<file path="src/rtl/uart_core_sched.sv">
// Avalon-MM master for uart_core: shares the transmitter between two byte requesters
// (round-robin, STATUS-polled) and drains received bytes on IRQ into a valid/ready output.
module uart_core_sched #(
   parameter int         POLL_GAP    = 4,
   parameter logic [3:0] ADDR_TXDATA = 4'h0,
   parameter logic [3:0] ADDR_STATUS = 4'h1,
   parameter logic [3:0] ADDR_RXDATA = 4'h2
) (
   input  logic       clk_i,
   input  logic       arst_n_i,
   input  logic [7:0] req0_data_i,
   input  logic       req0_valid_i,
   output logic       req0_ready_o,
   input  logic [7:0] req1_data_i,
   input  logic       req1_valid_i,
   output logic       req1_ready_o,
   output logic [7:0] rx_data_o,
   output logic       rx_valid_o,
   input  logic       rx_ready_i,
   output logic [3:0] avm_address_o,
   output logic       avm_byteenable_o,
   output logic       avm_read_o,
   output logic       avm_write_o,
   output logic [7:0] avm_writedata_o,
   input  logic [7:0] avm_readdata_i,
   input  logic       uart_irq_i,
   output logic       busy_o
);
   // state     | meaning
   // IDLE      | pick RX service (priority) or a TX poll for the held/new grant
   // POLL_RD   | STATUS read strobe
   // POLL_WAIT | STATUS readdata valid; decide write, back-off or release
   // GAP       | back-off after a busy poll, grant kept
   // TX_WR     | TXDATA write strobe, granted requester's ready pulses
   // RX_RD     | RXDATA read strobe
   // RX_WAIT   | capture received byte into the output register
   // SETTLE    | give uart_core a cycle to drop IRQ before it is looked at again

   localparam int GAP_W = (POLL_GAP > 0) ? $clog2(POLL_GAP + 1) : 1;
   localparam logic [GAP_W-1:0] GAP_LOAD = (POLL_GAP > 0) ? GAP_W'(POLL_GAP - 1) : '0;

   typedef enum logic [2:0] {
      S_IDLE, S_POLL_RD, S_POLL_WAIT, S_GAP, S_TX_WR, S_RX_RD, S_RX_WAIT, S_SETTLE
   } state_t;

   state_t             state, state_nx;
   logic               grant_held, grant_held_nx;
   logic               grant_id, grant_id_nx;
   logic               rr_ptr, rr_ptr_nx;
   logic [GAP_W-1:0]   gap_cnt, gap_cnt_nx;
   logic               granted_valid;
   logic [7:0]         granted_data;

   assign granted_valid = grant_id ? req1_valid_i : req0_valid_i;
   assign granted_data  = grant_id ? req1_data_i  : req0_data_i;
   assign busy_o        = (state != S_IDLE);

   always_ff @(posedge clk_i or negedge arst_n_i) begin
      if (!arst_n_i) begin
         state      <= S_IDLE;
         grant_held <= 1'b0;
         grant_id   <= 1'b0;
         rr_ptr     <= 1'b0;
         gap_cnt    <= '0;
      end else begin
         state      <= state_nx;
         grant_held <= grant_held_nx;
         grant_id   <= grant_id_nx;
         rr_ptr     <= rr_ptr_nx;
         gap_cnt    <= gap_cnt_nx;
      end
   end

   always_ff @(posedge clk_i or negedge arst_n_i) begin
      if (!arst_n_i) begin
         rx_data_o  <= 8'h00;
         rx_valid_o <= 1'b0;
      end else if (state == S_RX_WAIT) begin
         rx_data_o  <= avm_readdata_i;
         rx_valid_o <= 1'b1;
      end else if (rx_valid_o && rx_ready_i) begin
         rx_valid_o <= 1'b0;
      end
   end

   always_comb begin
      state_nx         = state;
      grant_held_nx    = grant_held;
      grant_id_nx      = grant_id;
      rr_ptr_nx        = rr_ptr;
      gap_cnt_nx       = gap_cnt;
      avm_address_o    = ADDR_STATUS;
      avm_read_o       = 1'b0;
      avm_write_o      = 1'b0;
      avm_byteenable_o = 1'b0;
      avm_writedata_o  = 8'h00;
      req0_ready_o     = 1'b0;
      req1_ready_o     = 1'b0;
      case (state)
         S_IDLE: begin
            if (uart_irq_i && !rx_valid_o) begin
               state_nx = S_RX_RD;
            end else if (grant_held || req0_valid_i || req1_valid_i) begin
               state_nx = S_POLL_RD;
               if (!grant_held) begin
                  grant_held_nx = 1'b1;
                  grant_id_nx   = (req0_valid_i && req1_valid_i) ? rr_ptr : req1_valid_i;
               end
            end
         end
         S_POLL_RD: begin
            avm_read_o    = 1'b1;
            avm_address_o = ADDR_STATUS;
            state_nx      = S_POLL_WAIT;
         end
         S_POLL_WAIT: begin
            if (!granted_valid) begin
               grant_held_nx = 1'b0;
               state_nx      = S_IDLE;
            end else if (avm_readdata_i[0]) begin
               state_nx = S_TX_WR;
            end else if (POLL_GAP == 0) begin
               state_nx = S_IDLE;
            end else begin
               gap_cnt_nx = GAP_LOAD;
               state_nx   = S_GAP;
            end
         end
         S_GAP: begin
            // grant stays latched so a slow transmitter cannot starve the holder
            if (gap_cnt == '0) state_nx = S_IDLE;
            else               gap_cnt_nx = gap_cnt - 1'b1;
         end
         S_TX_WR: begin
            avm_write_o      = 1'b1;
            avm_address_o    = ADDR_TXDATA;
            avm_byteenable_o = 1'b1;
            avm_writedata_o  = granted_data;
            req0_ready_o     = !grant_id;
            req1_ready_o     = grant_id;
            rr_ptr_nx        = !grant_id;
            grant_held_nx    = 1'b0;
            state_nx         = S_IDLE;
         end
         S_RX_RD: begin
            avm_read_o    = 1'b1;
            avm_address_o = ADDR_RXDATA;
            state_nx      = S_RX_WAIT;
         end
         S_RX_WAIT: state_nx = S_SETTLE;
         S_SETTLE:  state_nx = S_IDLE;
         default:   state_nx = S_IDLE;
      endcase
   end

endmodule

</file>
<file path="config.mk">
export PLATFORM = sky130hd
export DESIGN_NAME = uart_core_sched
export DESIGN_NICKNAME = d
export VERILOG_FILES = /design/src/rtl/uart_core_sched.sv
export SDC_FILE = /design/constraint.sdc
export NUM_CORES = 1
export LEC_CHECK = 0
export ABC_AREA = 0
export CAP_MARGIN = 20
export CORE_ASPECT_RATIO = 1.1
export CORE_MARGIN = 2
export CORE_UTILIZATION = 39
export DETAILED_ROUTE_END_ITERATION = 10
export PLACE_DENSITY = 0.89
export SETUP_SLACK_MARGIN = 0.15
export SYNTH_ARGS = -nofsm -noshare
export SYNTH_HDL_FRONTEND = slang
export SYNTH_SLANG_ARGS = --single-unit
</file>
<file path="constraint.sdc">
create_clock -name clk_i -period 1.87 [get_ports clk_i]
set_clock_uncertainty 0.15 [all_clocks]
set_input_delay 0.187 -clock clk_i [delete_from_list [all_inputs] [get_ports clk_i]]
set_output_delay 0.187 -clock clk_i [all_outputs]
set_load 0.05 [all_outputs]
</file>
Word-level counts from Yosys, hierarchy flattened
Index checks and enable logic that the tools add are counted.

$add $sub $neg: 1. Equal/unequal tests: 15. Multiplexer cells: 25. Bitwise gates (word level): 2. Reductions and logical operators: 19.

Operators by type and width (count): two-way mux 3 bit (8); case mux 3 bit (7 select lines) (1); two-way mux 8 bit (2); != test 2 bit, second input constant (7); equality test 3 bit, second input constant (4); AND reduction 4 bit (3); two-way mux 1 bit (11); equality test 3 x 2 -> 1 bit, second input constant (2); logical NOT 3 bit (2); case mux 3 bit (2 select lines) (1); nonzero test 3 bit (2); case mux 2 bit (2 select lines) (1); nonzero test 2 bit (2); OR reduction 2 bit (2); equality test 3 x 1 -> 1 bit, second input constant (1); logical AND 1 bit (3); != test 3 bit, second input constant (1); case mux 1 bit (3 select lines) (1); subtractor 3 x 1 -> 3 bit, second input constant (1); logical NOT 1 bit (2); logical OR 1 bit (2); NOT 1 bit (2); AND reduction 2 bit (1).

Bits in registers: 18. Input bits: 30. Output and inout port bits: 27.

Logic depth before layout (Yosys ltp)
Gate-level depths: netlist (run 1).

Word-level depth: 5. Depth in mapped cells: 6.

Least setup slack after synthesis (run 1)
OpenSTA, ideal clock, no wires.

Path type: flip-flop to output port. From: register state[1]. To: output req1_ready_o. Arrival: 1.741 ns. Data required time: 1.533 ns. Setup slack: -0.208 ns. Stages on the path, launching flop included: 5. Path buffers: 1. Cell sequence: dfrtp_1 -> buf_2 -> or3b_4 -> inv_1 -> and2_1.

Longest elaborated chain between the ends: 2.

Ends and longest elaborated chain: start: declaration (line 46) `state_t state, state_nx;`; start signal: assignment (line 66) `state <= state_nx;`; equality test 3 bit (line 99) `case (state)`; two-way mux 1 bit (line 99); end: declaration (line 16) `output logic req1_ready_o,`.

Every way passes these cells.

Worst setup path after layout (run 1)
From: register state[1]. To: output req0_ready_o.

Longest elaborated chain between the ends: 2.

Ends and longest elaborated chain: equality test 3 bit (line 99); two-way mux 1 bit (line 99); end: declaration (line 13) `output logic req0_ready_o,`.

Every way passes these cells.

==> metrics.cfg, run 1 <==
[timing]
finalCritPeriodShare_pct = 102
worst_slack_ns = -0.0392
setup-tns-final_ns = -0.117
finalSetupViolCount = 5
rsz0062_at_grt = yes
period_minus_slack_ns = 1.91
finalHoldViolCount = 0
slew_violations = 0
max_freq_mhz = 524

[placement]
gp_congestion = 0.747
dp_hpwl_um = 2220
dpl_cell_area_um2 = 1810
portBuffers = 54

[pwr]
p_per_area_nw_per_um2 = 1610
p_sw_mw = 1.53
peakVddDrop_mv = 1.20
p_int_mw = 1.64
leakagePower_nw = 0.844
swShare_pct = 48.2
combPwrFrac_pct = 70.6
power_frac_clock_pct = 7.7
seqPwrFrac_pct = 21.7

[critical_path]
end_kind = output port
r2r.worst_path.cells = 5
arrival_ns = 1.57
path_cells = or3b_4, buf_12, nor2_4, buf_12
critPathKind = register to output port
start_kind = register
r2r_slack_ns = 0.13
cp_max_fo = 7
crit_top_cell = buf_12
critPathRequiredTime_ns = 1.53
crit_slowest_cell = or3b_4
critical_path.max_stage_delay_ns = 0.45

[min_path]
hp-class = input port to asynchronous set/reset pin

[global_routing]
grt_pass1_vias = 1060
grtUsageTotal_pct = 19.9
grt_pass1_wl_um = 4610
grt_antenna_before_repair = 0
overflow = 0
grt_start_max_net_pins = 19

[final_layout]
utilization_pct = 77.1
fin_nets = 196
mostFrequentLayoutCells = 29 x clkdlybuf4s50_1, 18 x dfrtp_1, 16 x buf_12
layout_commonest_cell = clkdlybuf4s50_1
areaGrowthSynthToFinish_pct = 84.4
n_antenna_cell = 0
stdcell_area_um2 = 1980
drive_gt1_share_pct = 36.2

[cts]
clk_pin_slew_worst_paths_ns = 0.11
worstSkewPairLatency_ns = 0.29
tritoncts = built
htreeDepth = 1
cts_buffers = 3
cts_max_path_buffers = 2
cts-root-buf = clkbuf_4
clock-sinks = 18

[drt]
drc = 0
num_vias = 1003
drtPass1Iterations = 4
routedWlPerCell_um = 15.2
wl_um = 2950
drtIter0Drc = 5
drtAntennaViolNets = 0
routed_via_density = 5.17

[floorplan]
row_count = 19
die_w_um = 54.0
die_area_um2 = 3190
io_pins = 57
dieHeight_um = 59.0
core_area_um2 = 2570
start_util_pct = 41.8

[synth]
synth_edf_count = 0
synth-warning-count = 0
yosysSeqAreaShare_pct = 42.0
synthCells = 101
synth-seq-cells = 18
synth_ff_type = dfrtp_1
syn_avg_cell_area_um2 = 10.6
synth.distinct_cells = 38
mappedNetlistArea_um2 = 1070
async_flop_share_pct = 100

[status]
status = complete, but fails checks
violations = setup timing

[flow_run]
maxCapViolations = 0

-- final cells by class --
type	count	area (um^2)
repair buffers	66	800
clock buffers	4	36.3
inverters	7	30.0
well taps	31	38.8
multi-input cells	68	624
fillers	174	588
flip-flops and latches	18	450
-- through the flow --
step	power [mW]	worst slack [ns]	hold WS [ns]	instances
6_report	3.18	-0.0392	0.0544	194
5_1_grt	3.35	-0.107	0.0695	194
4_1_cts	3.17	-0.0438	0.0514	194
3_5_place_dp	2.80	0.157	0.331	184
3_3_place_gp	2.74	0.216	0.310	184
2_1_floorplan	2.05	0.0210	-0.259	102
-- cell usage after synthesis (all sizes together) (2+ instances only) --
cell type | instances | area, um^2
nor4b | 2 | 32.5
buf | 9 | 63.8
dfrtp | 18 | 450
a22oi | 2 | 15.0
inv | 7 | 26.3
nor3 | 2 | 15.0
and2 | 2 | 12.5
mux2i | 8 | 80.1
nor2 | 13 | 48.8
a21oi | 2 | 10.0
nor2b | 3 | 18.8
mux2 | 8 | 90.1
nand3b | 3 | 22.5
ha | 2 | 25.0
o21ai | 3 | 15.0
-- path summary, 6_finish.rpt --
| kind | to | startpoint |
|---|---|---|
| worst max-delay path | req0_ready_o | state[1] |
| worst min-delay path | rx_data_o[5] | arst_n_i |
| worst max register to register | grant_id | state[1] |
| worst min register to register | rx_data_o[7] | rx_data_o[7] |
| max in group asynchronous | gap_cnt[2] | arst_n_i |
| min in group clk_i | rx_valid_o | rx_ready_i |
-- flip-flops by register name, indices dropped and copies added (netlist names) --
name	cells
rx_data_o	8
rr_ptr	1
rx_valid_o	1
state	3
grant_id	1
grant_held	1
gap_cnt	3
-- routing by layer --
layer,wire length (um),share of wire (%),global-route usage (%),vias up
met5,0,0,0,-
met4,9,0.31,6.43,0
met3,313,11,5.30,2
met2,1530,52,36.4,55
met1,1090,37,21.8,472
li1,-,-,-,474
-- critical path: cells and delay by family, from the launching register on --
family | cells | cell delay, ns
buf+inv | 2 | 0.32
flops | 1 | 0.39
simple gates | 2 | 0.57
-- timing repair --
action,4_1_cts,5_1_grt
setup endpoints to repair,21,20
pin swaps,10,1
hold buffers,0,0
setup buffers,6,0
gates resized for setup,24,4
-- power by group through the flow --
stage,clock network [mW],logic [mW],registers [mW]
2_1_floorplan,0,1.02,1.03
4_1_cts,0.251,2.22,0.694
6_report,0.243,2.24,0.691
5_1_grt,0.263,2.37,0.716
3_3_place_gp,0,2.06,0.683
3_5_place_dp,0,2.10,0.704
-- logic make-up after synthesis --
family / after synthesis / share of synthesized area (%)
simple gates: 33 / 20.9
flops: 18 / 42.0
buf+inv: 16 / 8.39
mux: 16 / 15.9
compound gates: 15 / 10.3
fa+ha+maj: 2 / 2.33
other cells: 1 / 0.349
(Power assumes the default switching activity.)
==> run 2: changes to the inputs <==
--- a/config.mk
+++ b/config.mk
@@ -11,7 +11,9 @@
 export CORE_MARGIN = 2
 export CORE_UTILIZATION = 39
 export DETAILED_ROUTE_END_ITERATION = 10
+export GPL_ROUTABILITY_DRIVEN = 0
 export PLACE_DENSITY = 0.89
+export REMOVE_ABC_BUFFERS = 1
 export SETUP_SLACK_MARGIN = 0.15
 export SYNTH_ARGS = -nofsm -noshare
 export SYNTH_HDL_FRONTEND = slang
==> run 2 against run 1 <==
Sequential share of layout area decreased by 0.84 points. Critical path type unchanged. Largest power group unchanged. The flow still finishes with violations (setup timing). First-iteration DRC count increased to 4.0 times the previous value. Combinational power increased by 13%.
==> metrics.cfg, run 2 (synthesized netlist as in run 1, its figures left out) <==
[status]
status = complete, but fails checks
violations = setup timing

[cts]
cts_max_path_buffers = 2
htreeDepth = 1
cts_buffers = 3
clk_pin_slew_worst_paths_ns = 0.11
hold_buffers = 0
tritoncts = built
worstSkewPairLatency_ns = 0.30
cts-root-buf = clkbuf_4
clock-sinks = 18

[timing]
hold_slack_ns = 0.0440
max_freq_mhz = 523
finalHoldViolCount = 0
finalSetupViolCount = 10
tightestPinTransition_ns = 0.629
worst_slack_ns = -0.0408
period_minus_slack_ns = 1.91
rsz0062_at_grt = yes
finalCritPeriodShare_pct = 102
slew_violations = 0
setup-tns-final_ns = -0.260
slew_headroom_pct = 58.0

[placement]
dp_hpwl_um = 2350
place_ws_ns = 0.117
portBuffers = 54
dpl_cell_area_um2 = 1800

[critical_path]
path_buf_inv = 1
critPathKind = register to output port
critPathRequiredTime_ns = 1.53
end_kind = output port
cp_max_fo = 6
path_cells = or3b_4, nor2_2, buf_12
crit_slowest_cell = or3b_4
critical_path.max_stage_delay_ns = 0.48
cp_top_family = simple AND/OR/NAND/NOR gates
start_kind = register
arrival_ns = 1.57

[global_routing]
grt_antenna_before_repair = 0
grt_start_max_net_pins = 19
overflow = 0
grtUsageTotal_pct = 23.2
grt_pass1_vias = 1116
grt_pass1_wl_um = 5190

[drt]
drtIter0Drc = 20
drc = 0
wl_um = 3720
num_vias = 1069
met3_length_um = 249
wl_met1_um = 1330
met2WireLength_um = 2070
top_layer = met4
drtPass1Iterations = 4
routed_via_density = 5.35
routedWlPerCell_um = 18.6
drtAntennaViolNets = 0

[final_layout]
mostFrequentLayoutCells = 29 x clkdlybuf4s50_1, 16 x dfrtp_1, 15 x buf_12
fin_nets = 202
stdcell_area_um2 = 2070
largest_reg_flops = 8
reg.largest.list = rx_data_o (8), gap_cnt (3), state (3)
areaGrowthSynthToFinish_pct = 92.5
largest_register = rx_data_o
drive_gt1_share_pct = 43.8
n_antenna_cell = 0
filler_cell_count = 141
layout_commonest_cell = clkdlybuf4s50_1

[floorplan]
core_area_um2 = 2570
row_count = 19
die_area_um2 = 3190
dieHeight_um = 59.0
die_w_um = 54.0
start_util_pct = 41.8
io_pins = 57

[pwr]
combPwrFrac_pct = 72.2
p_sw_mw = 1.68
leakagePower_nw = 0.883
seqPwrFrac_pct = 20.8
p_total_mw = 3.50
swShare_pct = 48.0
peakVddDrop_mv = 1.25
power_frac_clock_pct = 7.0
p_int_mw = 1.82
p_per_area_nw_per_um2 = 1690

[flow_run]
maxCapViolations = 0

[min_path]
hp-class = input port to asynchronous set/reset pin

[run 2: final cells by class]
type	instances	area, um^2	area share, %
timing repair buffer	71	832	40.3
multi-input combinational	69	681	32.9
sequential	18	453	21.9
tap	31	38.8	1.88
clock buffer	4	36.3	1.76
inverter	7	26.3	1.27
[run 2: worst reg2reg max path: cells and delay by family, from the launching register on]
| family | cells | cell delay, ns |
|---|---|---|
| AO/OA/AOI/OAI | 1 | 0.14 |
| buffers and inverters | 3 | 0.41 |
| flip-flops | 1 | 0.43 |
| AND/OR/NAND/NOR | 2 | 0.65 |
[run 2: power groups by stage]
| stage | Clock [mW] | Combinational, mW | Sequential (mW) |
|---|---|---|---|
| 2_1_floorplan | 0 | 0.838 | 1.11 |
| 4_1_cts | 0.248 | 2.20 | 0.716 |
| 6_report | 0.245 | 2.53 | 0.726 |
| 3_3_place_gp | 0 | 2.01 | 0.714 |
| 5_1_grt | 0.276 | 2.63 | 0.749 |
| 3_5_place_dp | 0 | 2.06 | 0.732 |
[run 2: final timing paths]
path / cells after the start / endpoint / startpoint / slack [ns]
worst max-delay path: 3 / avm_writedata_o[6] / state[1] / -0.04
worst min-delay path: 2 / rx_data_o[0] / arst_n_i / 0.04
worst max register to register: 6 / grant_id / state[1] / 0.04
worst min register to register: 1 / rx_data_o[4] / rx_data_o[4] / 0.35
max in group asynchronous: 2 / state[2] / arst_n_i / 1.30
min in group clk_i: 2 / rx_data_o[6] / avm_readdata_i[6] / 0.32
[run 2: metrics by stage]
stage | std cells | utilization [%]
2_1_floorplan | 93 | -
3_3_place_gp | 186 | 69.9
3_5_place_dp | 186 | 69.9
4_1_cts | 195 | 74.9
5_1_grt | 200 | 80.5
6_report | 200 | 80.5
[run 2: what timing repair did]
| action | 4_1_cts | 5_1_grt |
|---|---|---|
| resized for setup | 28 | 23 |
| cloned | 1 | 0 |
| pin swaps | 4 | 8 |
| endpoints found under the setup margin | 23 | 19 |
| setup buffers | 4 | 5 |
[run 2: layer usage]
metal | vias to the layer above | global-route usage (%)
met1 | 517 | 22.5
met3 | 6 | 7.83
met4 | 0 | 10.7
met5 | - | 0
met2 | 59 | 42.9
li1 | 487 | -
==> run 3: changes to the inputs <==
--- a/config.mk
+++ b/config.mk
@@ -7,7 +7,7 @@
 export LEC_CHECK = 0
 export ABC_AREA = 0
 export CAP_MARGIN = 20
-export CORE_ASPECT_RATIO = 1.1
+export CORE_ASPECT_RATIO = 1.4
 export CORE_MARGIN = 2
 export CORE_UTILIZATION = 39
 export DETAILED_ROUTE_END_ITERATION = 10
==> run 3 against run 2 <==
The flow still finishes with violations (setup timing). Global-route usage down 2.2 points. Sequential share of layout area up 1.2 points. Power down 8.7%. Non-clock buffer count down 5. Wire length down 15%. Combinational power down 11%. Die area up 0.16%. First-iteration DRC count down 5.0%. Count of clock-buffer cells in the layout unchanged. Cell area down 5.4%. Critical endpoint is now req1_ready_o.
==> metrics.cfg, run 3 (synthesized netlist as in run 1, its figures left out) <==
[cts]
cts_buffers = 3
worstSkewPairLatency_ns = 0.30
cts_max_path_buffers = 2
clock-sinks = 18
clk_pin_slew_worst_paths_ns = 0.10
tritoncts = built
hold_buffers = 0
cts-root-buf = clkbuf_4
htreeDepth = 1

[final_layout]
largest_register = rx_data_o
fin_nets = 197
stdcell_area_um2 = 1950
n_antenna_cell = 0
areaGrowthSynthToFinish_pct = 82.1
layout_commonest_cell = clkdlybuf4s50_1
stdcell_count = 200
largest_reg_flops = 8
utilization_pct = 74.7
mostFrequentLayoutCells = 29 x clkdlybuf4s50_1, 17 x dfrtp_1, 15 x buf_12
reg.largest.list = rx_data_o (8), gap_cnt (3), state (3)
drive_gt1_share_pct = 36.6

[pwr]
p_int_mw = 1.65
peakVddDrop_mv = 1.09
leakagePower_nw = 0.845
p_per_area_nw_per_um2 = 1630
p_total_mw = 3.19
swShare_pct = 48.3
power_frac_clock_pct = 7.6
p_sw_mw = 1.54
combPwrFrac_pct = 70.4
seqPwrFrac_pct = 22.0

[critical_path]
r2r_slack_ns = 0.06
end_kind = output port
cp_max_fo = 6
start_kind = register
critPathKind = register to output port
arrival_ns = 1.55
critPathRequiredTime_ns = 1.53

[floorplan]
core_area_um2 = 2620
start_util_pct = 41.1
die_area_um2 = 3190
dieHeight_um = 66.1
io_pins = 57
row_count = 22
die_w_um = 48.3

[drt]
num_vias = 1036
drtIter0Drc = 19
drc = 0
wl_um = 3150
routed_via_density = 5.18
drtPass1Iterations = 4
drtAntennaViolNets = 0
routedWlPerCell_um = 15.8

[placement]
place_ws_ns = 0.180
portBuffers = 54
dpl_cell_area_um2 = 1790
dp_cells = 190
dp_hpwl_um = 2270

[timing]
period_minus_slack_ns = 1.88
tightestPinTransition_ns = 0.512
slew_headroom_pct = 65.8
max_freq_mhz = 531
finalHoldViolCount = 0
finalCritPeriodShare_pct = 101
worst_slack_ns = -0.0140
hold_slack_ns = 0.0637
finalSetupViolCount = 4
rsz0062_at_grt = yes
slew_violations = 0
setup-tns-final_ns = -0.0360

[status]
violations = setup timing
status = complete, but fails checks

[global_routing]
grt_pass1_vias = 1069
grt_pass1_wl_um = 5130
overflow = 0
grtUsageTotal_pct = 21.0
grt_antenna_before_repair = 0
grt_start_max_net_pins = 19

[flow_run]
maxCapViolations = 0

[min_path]
hp-class = input port to asynchronous set/reset pin

==> run 3: cell types whose count changed in the layout (fill, tap and decap cells not counted), sizes merged <==
cell / before / now
buf: 35 / 30
==> run 3: area by class of cell <==
cell class	count	area, um^2
well taps	36	45.0
repair buffers	66	772
multi-input cells	69	623
fillers	163	661
clock buffers	4	36.3
inverters	7	26.3
flip-flops and latches	18	452
==> run 3: final timing paths <==
kind,start,end,cells past startpoint
min,arst_n_i,rx_data_o[0],2
min reg2reg,rx_data_o[1],rx_data_o[1],1
max,state[0],req1_ready_o,4
max reg2reg,state[2],grant_id,5
min in group clk_i,avm_readdata_i[1],rx_data_o[1],2
max in group asynchronous,arst_n_i,grant_id,2
==> run 3: layer usage <==
layer / GRT usage (%) / routed length (um) / part of all wire [%] / up-vias
li1: - / - / - / 478
met1: 20.4 / 1090 / 35 / 504
met2: 42.0 / 1780 / 57 / 48
met3: 4.30 / 227 / 7.2 / 6
met4: 9.64 / 53 / 1.7 / 0
met5: 0 / 0 / 0 / -
==> run 3: critical path, stage by stage, from the launching register on <==
cell     delay (ns)
dfrtp_1        0.41
or3b_4         0.48
inv_2          0.08
and2_4         0.14
buf_12         0.13
==> run 3: power by group through the flow <==
| stage | clock network (mW) | registers [mW] | logic [mW] |
|---|---|---|---|
| 5_1_grt | 0.270 | 0.731 | 2.36 |
| 4_1_cts | 0.252 | 0.709 | 2.18 |
| 3_5_place_dp | 0 | 0.730 | 2.05 |
| 3_3_place_gp | 0 | 0.713 | 2.00 |
| 2_1_floorplan | 0 | 1.11 | 0.838 |
| 6_report | 0.243 | 0.704 | 2.25 |
==> run 3: timing repair <==
item / CTS / global route
gates resized for setup: 28 / 5
setup buffers: 4 / 1
endpoints found under the setup margin: 21 / 20
endpoints found under the hold margin: 0 / 0
pin swaps: 6 / 3
gates cloned: 1 / 0
